## src/rtl/regfile_pkg.sv

```systemverilog
// regfile_pkg: shared definitions for the multi-read-port register file.
//   - default data/address widths
//   - clear-sequencer state enum
//   - rf_zero_or_oob(): true when an address must read as zero and
//     must not be written (hardwired entry 0 or beyond the implemented entries)
package regfile_pkg;

    localparam int RF_DATA_W_DEF = 32;
    localparam int RF_ADDR_W_DEF = 5;

    typedef enum logic {
        IDLE  = 1'b0,
        CLEAR = 1'b1
    } rf_state_e;

    // Address is passed zero-extended to 32 bits so one helper serves any ADDR_W.
    function automatic logic rf_zero_or_oob(input logic [31:0] addr,
                                            input int          num_regs,
                                            input logic        zero_reg);
        logic hit_s;
        hit_s = (zero_reg && (addr == 32'd0)) || (addr >= 32'(num_regs));
        return hit_s;
    endfunction

endpackage

```

## src/rtl/regfile_rd_port.sv

```systemverilog
// regfile_rd_port: one registered read port of regfile_mp.
//   clk, rst     : clock, synchronous active-high reset
//   busy_i       : clear sequence running; read is suppressed
//   rd_en_i      : read enable for this port
//   rd_addr_i    : read address
//   entry_i      : array contents at rd_addr_i (0 when out of range)
//   wr_fire_i    : a legal write is being committed this cycle
//   wr_addr_i    : write address
//   wr_data_i    : write data (bypass source)
//   rd_data_o    : registered read data, holds when not reading
//   rd_valid_o   : rd_data_o was updated on the last edge
module regfile_rd_port
    import regfile_pkg::*;
#(
    parameter int DATA_W   = RF_DATA_W_DEF,
    parameter int ADDR_W   = RF_ADDR_W_DEF,
    parameter int NUM_REGS = 32,
    parameter int BYPASS   = 1,
    parameter int ZERO_REG = 1
) (
    input  logic              clk,
    input  logic              rst,
    input  logic              busy_i,
    input  logic              rd_en_i,
    input  logic [ADDR_W-1:0] rd_addr_i,
    input  logic [DATA_W-1:0] entry_i,
    input  logic              wr_fire_i,
    input  logic [ADDR_W-1:0] wr_addr_i,
    input  logic [DATA_W-1:0] wr_data_i,
    output logic [DATA_W-1:0] rd_data_o,
    output logic              rd_valid_o
);

    logic [DATA_W-1:0] rd_data_d;

    // Read-value priority: forced zero, then same-cycle write bypass, then array.
    always_comb begin
        rd_data_d = entry_i;
        if (rf_zero_or_oob(32'(rd_addr_i), NUM_REGS, (ZERO_REG != 0))) begin
            rd_data_d = '0;
        end else if ((BYPASS != 0) && wr_fire_i && (wr_addr_i == rd_addr_i)) begin
            rd_data_d = wr_data_i;
        end else begin
            rd_data_d = entry_i;
        end
    end

    // Output register: data updates only on an accepted read, valid pulses with it.
    always_ff @(posedge clk) begin
        if (rst) begin
            rd_data_o  <= '0;
            rd_valid_o <= 1'b0;
        end else if (busy_i) begin
            rd_valid_o <= 1'b0;
        end else if (rd_en_i) begin
            rd_data_o  <= rd_data_d;
            rd_valid_o <= 1'b1;
        end else begin
            rd_valid_o <= 1'b0;
        end
    end

endmodule

```

## src/rtl/regfile_mp.sv

```systemverilog
// regfile_mp: parametrised register file, NUM_RD registered read ports,
// one write port, hardware clear sequencer.
//   clk, rst  : clock, synchronous active-high reset (starts a clear)
//   clr_req   : request a full clear, honoured only when idle
//   rd_en     : per-port read enable          [NUM_RD]
//   rd_addr   : packed read addresses         [NUM_RD*ADDR_W]
//   rd_data   : packed registered read data   [NUM_RD*DATA_W]
//   rd_valid  : per-port "rd_data updated"    [NUM_RD]
//   wr_en, wr_addr, wr_data : write port
//   busy      : clear in progress, reads and writes ignored
module regfile_mp
    import regfile_pkg::*;
#(
    parameter int DATA_W   = RF_DATA_W_DEF,
    parameter int ADDR_W   = RF_ADDR_W_DEF,
    parameter int NUM_REGS = 32,
    parameter int NUM_RD   = 2,
    parameter int BYPASS   = 1,
    parameter int ZERO_REG = 1
) (
    input  logic                     clk,
    input  logic                     rst,
    input  logic                     clr_req,
    input  logic [NUM_RD-1:0]        rd_en,
    input  logic [NUM_RD*ADDR_W-1:0] rd_addr,
    output logic [NUM_RD*DATA_W-1:0] rd_data,
    output logic [NUM_RD-1:0]        rd_valid,
    input  logic                     wr_en,
    input  logic [ADDR_W-1:0]        wr_addr,
    input  logic [DATA_W-1:0]        wr_data,
    output logic                     busy
);

    localparam logic [ADDR_W-1:0] LAST_PTR = ADDR_W'(NUM_REGS - 1);

    rf_state_e         state_q;
    logic [ADDR_W-1:0] clr_ptr_q;
    logic [DATA_W-1:0] mem_q [NUM_REGS];
    logic              wr_fire_s;

    assign busy = (state_q == CLEAR);

    // A write lands only when idle and aimed at a writable, implemented entry.
    assign wr_fire_s = (state_q == IDLE) && wr_en &&
                       !rf_zero_or_oob(32'(wr_addr), NUM_REGS, (ZERO_REG != 0));

    // Clear sequencer: one entry per cycle, back to IDLE after the last entry.
    always_ff @(posedge clk) begin
        if (rst) begin
            state_q   <= CLEAR;
            clr_ptr_q <= '0;
        end else begin
            case (state_q)
                IDLE: begin
                    if (clr_req) begin
                        state_q   <= CLEAR;
                        clr_ptr_q <= '0;
                    end else begin
                        state_q   <= IDLE;
                        clr_ptr_q <= clr_ptr_q;
                    end
                end
                CLEAR: begin
                    if (clr_ptr_q == LAST_PTR) begin
                        state_q   <= IDLE;
                        clr_ptr_q <= '0;
                    end else begin
                        state_q   <= CLEAR;
                        clr_ptr_q <= clr_ptr_q + {{(ADDR_W-1){1'b0}}, 1'b1};
                    end
                end
                default: begin
                    state_q   <= CLEAR;
                    clr_ptr_q <= '0;
                end
            endcase
        end
    end

    // Storage: no reset term, the reset edge itself leaves contents alone and
    // the clear sequence that follows does the zeroing.
    always_ff @(posedge clk) begin
        if (!rst) begin
            if (state_q == CLEAR) begin
                mem_q[clr_ptr_q] <= '0;
            end else if (wr_fire_s) begin
                mem_q[wr_addr] <= wr_data;
            end
        end
    end

    for (genvar k = 0; k < NUM_RD; k++) begin : g_rd
        logic [ADDR_W-1:0] addr_s;
        logic [DATA_W-1:0] entry_s;

        assign addr_s = rd_addr[k*ADDR_W +: ADDR_W];

        // Guard the array index; out-of-range reads are forced to zero downstream anyway.
        always_comb begin
            entry_s = '0;
            if (32'(addr_s) < 32'(NUM_REGS)) begin
                entry_s = mem_q[addr_s];
            end else begin
                entry_s = '0;
            end
        end

        regfile_rd_port #(
            .DATA_W   (DATA_W),
            .ADDR_W   (ADDR_W),
            .NUM_REGS (NUM_REGS),
            .BYPASS   (BYPASS),
            .ZERO_REG (ZERO_REG)
        ) u_rd_port (
            .clk        (clk),
            .rst        (rst),
            .busy_i     (busy),
            .rd_en_i    (rd_en[k]),
            .rd_addr_i  (addr_s),
            .entry_i    (entry_s),
            .wr_fire_i  (wr_fire_s),
            .wr_addr_i  (wr_addr),
            .wr_data_i  (wr_data),
            .rd_data_o  (rd_data[k*DATA_W +: DATA_W]),
            .rd_valid_o (rd_valid[k])
        );
    end

endmodule

```

## config.mk

```make
export PLATFORM = sky130hd
export DESIGN_NAME = regfile_mp
export DESIGN_NICKNAME = d
export VERILOG_FILES = /design/src/rtl/regfile_pkg.sv /design/src/rtl/regfile_rd_port.sv /design/src/rtl/regfile_mp.sv
export SDC_FILE = /design/constraint.sdc
export NUM_CORES = 1
export LEC_CHECK = 0
export CAP_MARGIN = 10
export CORE_MARGIN = 10
export CORE_UTILIZATION = 50
export DETAILED_ROUTE_END_ITERATION = 10
export PLACE_DENSITY = 0.67
export SYNTH_ARGS = -nofsm -noshare
export SYNTH_HDL_FRONTEND = slang
export SYNTH_SLANG_ARGS = --single-unit
```

## constraint.sdc

```tcl
create_clock -name clk -period 4.65 [get_ports clk]
set_input_delay 0.93 -clock clk [delete_from_list [all_inputs] [get_ports clk]]
set_output_delay 0.93 -clock clk [all_outputs]
set_load 0.02 [all_outputs]
```

### Yosys cells after proc, flatten, opt, wreduce, memory -nomap -nowiden

Memories as Yosys holds them, arrays and structs flattened.
Cells that the tools add are included.

* register bits: 72
* memory bits (writable): 1024
* memories: 1

* $add $sub $neg: 1
* equality and inequality tests: 4
* muxes and demuxes: 22
* bitwise gates (word level): 1
* reductions and logical operators: 12

Memory list
* mem_q: depth 32, bits a word 32, rd ports 2, clocked after Yosys merged registers in 0, write ports 1, line regfile_mp.sv:38 `logic [DATA_W-1:0] mem_q [NUM_REGS];`

Operators with widths (count)
* 32-bit two-way mux: 5
* 32-bit OR reduction: 1
* 5-bit logical NOT: 3
* 5-bit two-way mux: 3
* 1-bit two-way mux: 12
* 5-bit == test: 2
* 5-bit one-hot mux with 2 select lines: 1
* 5-bit by 1-bit adder with 5-bit output (second input constant): 1
* 5-bit == test (second input constant): 1
* 1-bit logical AND: 4
* 2-bit AND reduction: 2
* 2-bit inequality test (second input constant): 1
* 1-bit one-hot mux with 2 select lines: 1
* 2-bit OR reduction: 1
* 1-bit logical NOT: 1
* 1-bit inverter: 1

### Logic depth before layout (Yosys ltp)

* depth in word-level cells: 9
* depth in mapped cells: 10
* mapped depth without buffers: 7

### Cells and area by module

A second synthesis with hierarchy kept.

* cell total of the unflattened synthesis: 3890
* area, all modules: 52675.5 um^2

Modules (own cells, without submodules)
* regfile_mp: instances 1, cells each 3498, area an instance 49154.6 um^2
* regfile_rd_port: instances 2, cells each 196, area an instance 1760.4 um^2

### Worst setup path after synthesis

OpenSTA, ideal clock, no wires.

* path type: input to register
* start: input port wr_addr[1]
* end: memory mem_q[16][0] (netlist name), enable pin
* arrival time: 3.708 ns
* slack: 0.521 ns
* stages: 7
* buffers on the path: 2
* cells stage by stage: buf_2 > or4_4 > o211a_4 > buf_6 > mux2i_1 > nand2_1 > nor2_1

* longest elaborated chain between the ends: 9
* elaborated cells on any way between the ends: 10

Ends and longest elaborated chain
* start: declaration: line regfile_mp.sv:29 `input logic [ADDR_W-1:0] wr_addr,`
* 5-bit logical NOT: line regfile_pkg.sv:21 `hit_s = (zero_reg && (addr == 32'd0)) || (addr >= 32'(num_regs));`
* 1-bit logical NOT: line regfile_mp.sv:45 `!rf_zero_or_oob(32'(wr_addr), NUM_REGS, (ZERO_REG != 0));`
* 1-bit logical AND: line regfile_mp.sv:44 `assign wr_fire_s = (state_q == IDLE) && wr_en &&`
* 1-bit two-way mux: line regfile_mp.sv:86 `end else if (wr_fire_s) begin`
* 1-bit two-way mux: line regfile_mp.sv:84 `if (state_q == CLEAR) begin`
* 1-bit two-way mux: line regfile_mp.sv:83 `if (!rst) begin`
* 1-bit two-way mux (implied by the code): line regfile_mp.sv:87 `mem_q[wr_addr] <= wr_data;`
* 32-bit OR reduction (no source line)
* 5-bit two-way mux (no source line) / 1-bit two-way mux (equally long branches)
* end: declaration: line regfile_mp.sv:38

Parallel ways exist; a longest one is shown, timed or not.

### Worst setup path after layout

* start: input port wr_addr[0]
* end: memory mem_q[17][24] (netlist name), enable pin

Same word-level chain as after synthesis.

==> results.toml <==
[detailed_routing]
avgViaCountPerCell = 7.241
final_antenna_net_count = 0
wl_mm = 169.5
drc = 0
wl_per_cell_um = 37.78
first_pass_iters = 6
vias = 32483
drt_iter0_drc = 5314

[clock_network]
clk_latency_ps = 710
ctsRootBufferMaster = "clkbuf_16"
hold_buffers = 0
postCtsSetupRepairBufs = 0
ctsResizeCount = 0
cts.sinks = 1096
clockBufferDepth = 3
htreeDepth = 3
cts_buffers = 112
clk_pin_slew_ps = 60
cts_tree = "yes"

[die]
die-width_um = 337.7
die_y_um = 337.7
pin_count = 120
initial_core_util_pct = 50.38
rows = 116
coreArea_um2 = 100100
die-area_um2 = 114000

[pwr]
irDropWorstVdd_mv = 0.2989
power.leakage_nw = 17.96
power.density_nw_per_um2 = 373.4

[synthesis]
synth_area_um2 = 50460
synth_cell_types = 54
synth_edf_count = 1024
syn-mean-instance-area_um2 = 17.32
ys_ff_latch = 1096
ys_async_sr_fraction_pct = 0
synth_seq_area_share_pct = 63.80
synth_fp_nets = 2969
yosysWarnings = 0
ys.flop_type = "edfxtp_1"
netlist_instances = 2914

[sta]
max_clock_freq_mhz = 273.4
hold_viol = 0
fin_crit_sh_pct = 78.67
clock_skew_ps = 14.22
hold_ws_ps = 501.8
rsz0062_at_grt = "false"
finalSetupViolCount = 0
period_needed_ps = 3658
setup_tns_ps = 0
max_slew.worst_pin.slew_ps = 1233
maxSlewHeadroom_pct = 17.60
finalMaxSlewViolations = 0

[setup_path]
crit_start = "wr_addr[0]"
start_kind = "input pin"
r2r-start = "busy"
crit_arrival_ps = 4060
r2r_cells = 6
crit_type = "in2reg"
worstPathMaxFanout = 19
endpoint_kind = "register"
regToRegSetupSlack_ps = 1500
crit_required_ps = 5050

[min_path]
hold_start = "g_rd[0].u_rd_port.rd_data_o[28]"
hold_path_class = "reg2reg"
whs_path_depth = 2

[finish]
layout.cells.non_filler = 4486
postLayoutCellArea_um2 = 58210
fin_util_pct = 58.13
drive_gt1_share_pct = 32.31
area_delta_synth_final_pct = 15.37
diodes = 0
finalNetCount = 3146

[placed_design]
io_buffers = 119
gp_congestion = 0.9451
dpl-instance-area_um2 = 54260
dp_hpwl_mm = 109.3
dp_cells = 4275

[global_routing]
antenna_found_initial = 6
grt_pass1_wl_mm = 238.9
overflow = 0
grt_usage_pct = 29.41
grt_pass1_vias = 32195
grt_max_degree = 81

[run]
maxCapViolations = 0

[status]
outcome = "complete, no violations"
-- power by group --
part / total (mW) / switching, mW / internal [mW]
Combinational: 1.38 / 0.826 / 0.555
Clock: 9.65 / 3.96 / 5.69
Sequential: 10.7 / 0.0298 / 10.7
-- routing by layer --
metal	track usage [%]	routed length [um]	vias to the layer above
met3	10.71	26800	417
li1	-	-	12569
met2	43.77	75240	2867
met1	40.09	61370	16626
met4	9.503	6034	4
met5	0	25	-
-- cells in the mapped netlist (4+ instances only) --
cell type / count / area share [%]
nand3b_1: 4 / 0.060
a2111oi_0: 31 / 0.54
a21oi_1: 8 / 0.079
dfxtp_1: 72 / 2.9
mux2i_1: 4 / 0.079
o21ai_1: 27 / 0.27
nor3_1: 33 / 0.33
o21ai_0: 69 / 0.68
a221oi_1: 32 / 0.56
or4_1: 32 / 0.48
nor3b_1: 4 / 0.060
a22oi_1: 64 / 0.95
o22ai_1: 222 / 2.8
nor2_1: 79 / 0.59
mux4_2: 372 / 17
mux4_1: 16 / 0.83
clkbuf_1: 109 / 0.81
edfxtp_1: 1024 / 61
nand2_1: 204 / 1.5
mux2_2: 221 / 4.9
a211oi_1: 31 / 0.46
buf_2: 78 / 0.77
nand2b_1: 7 / 0.087
buf_6: 29 / 0.65
inv_1: 5 / 0.037
nor2b_1: 35 / 0.43
xnor2_1: 10 / 0.17
buf_4: 21 / 0.31
and2_1: 33 / 0.41
-- logic make-up (layout without fill, tap and decap cells) --
kind of cell             Yosys count  in the layout  synth area share (%)
multiplexers                     613            613                 22.45
AND/OR/NAND/NOR                  451            451                 4.250
AO/OA/AOI/OAI                    494            494                 6.542
buffers and inverters            248            522                 2.738
XOR/XNOR                          10             10                0.1736
adder cells (fa/ha/maj)            2              2               0.04959
flip-flops                      1096           1096                 63.80
-- through the flow --
stage / worst slack (ps) / power, mW
floorplan: 521.3 / 11.77
global placement: 388.8 / 12.24
detailed placement: 358.6 / 12.26
CTS: 1084 / 21.75
global route: 933.2 / 22.22
finish: 991.8 / 21.74
-- state kept, by name, indices dropped and copies added (netlist names) --
name and count:
g_rd.u_rd_port.rd_data_o 64, busy 1, clr_ptr_q 5, g_rd.u_rd_port.rd_valid_o 2, mem_q 1024
-- critical path: stages --
cell and delay, ps:
clkdlybuf4s50_1 600, or4_4 630, o211a_4 380, mux2i_1 340, nand2_1 330, nor2_4 570
buf_12 250
-- path summary, 6_finish.rpt --
kind,endpoint
worst max-delay path,mem_q[17][24]
worst min-delay path,g_rd[0].u_rd_port.rd_data_o[28]
worst max register to register,mem_q[17][24]
worst min register to register,g_rd[0].u_rd_port.rd_data_o[28]
-- placed cells by master (no fill, tap or decap), types with 18 or more instances in the layout --
cell / netlist / final
a2111oi_0: 31 / 31
a211oi_1: 31 / 31
a221oi_1: 32 / 32
a22oi_1: 64 / 64
and2_1: 33 / 33
buf_12: 2 / 47
buf_4: 21 / 141
bufinv_16: 0 / 19
clkbuf_1: 109 / 18
clkbuf_16: 0 / 113
clkdlybuf4s50_1: 0 / 112
dfxtp_1: 72 / 72
edfxtp_1: 1024 / 1024
mux2_2: 221 / 221
mux4_2: 372 / 372
nand2_1: 204 / 202
nor2_1: 79 / 44
nor2_4: 0 / 35
nor2b_1: 35 / 32
nor3_1: 33 / 33
o21ai_0: 69 / 69
o21ai_1: 27 / 27
o22ai_1: 222 / 222
or4_1: 32 / 32
-- layout make-up --
class	instances	area, um^2
clock buffers	140	3019
clock inverters	71	934.6
fillers	7292	41930
inverters	5	18.77
multi-input cells	1570	17240
flip-flops and latches	1096	32190
well taps	1298	1624
repair buffers	306	3187
Note: power is estimated with default switching activity, not from simulation.
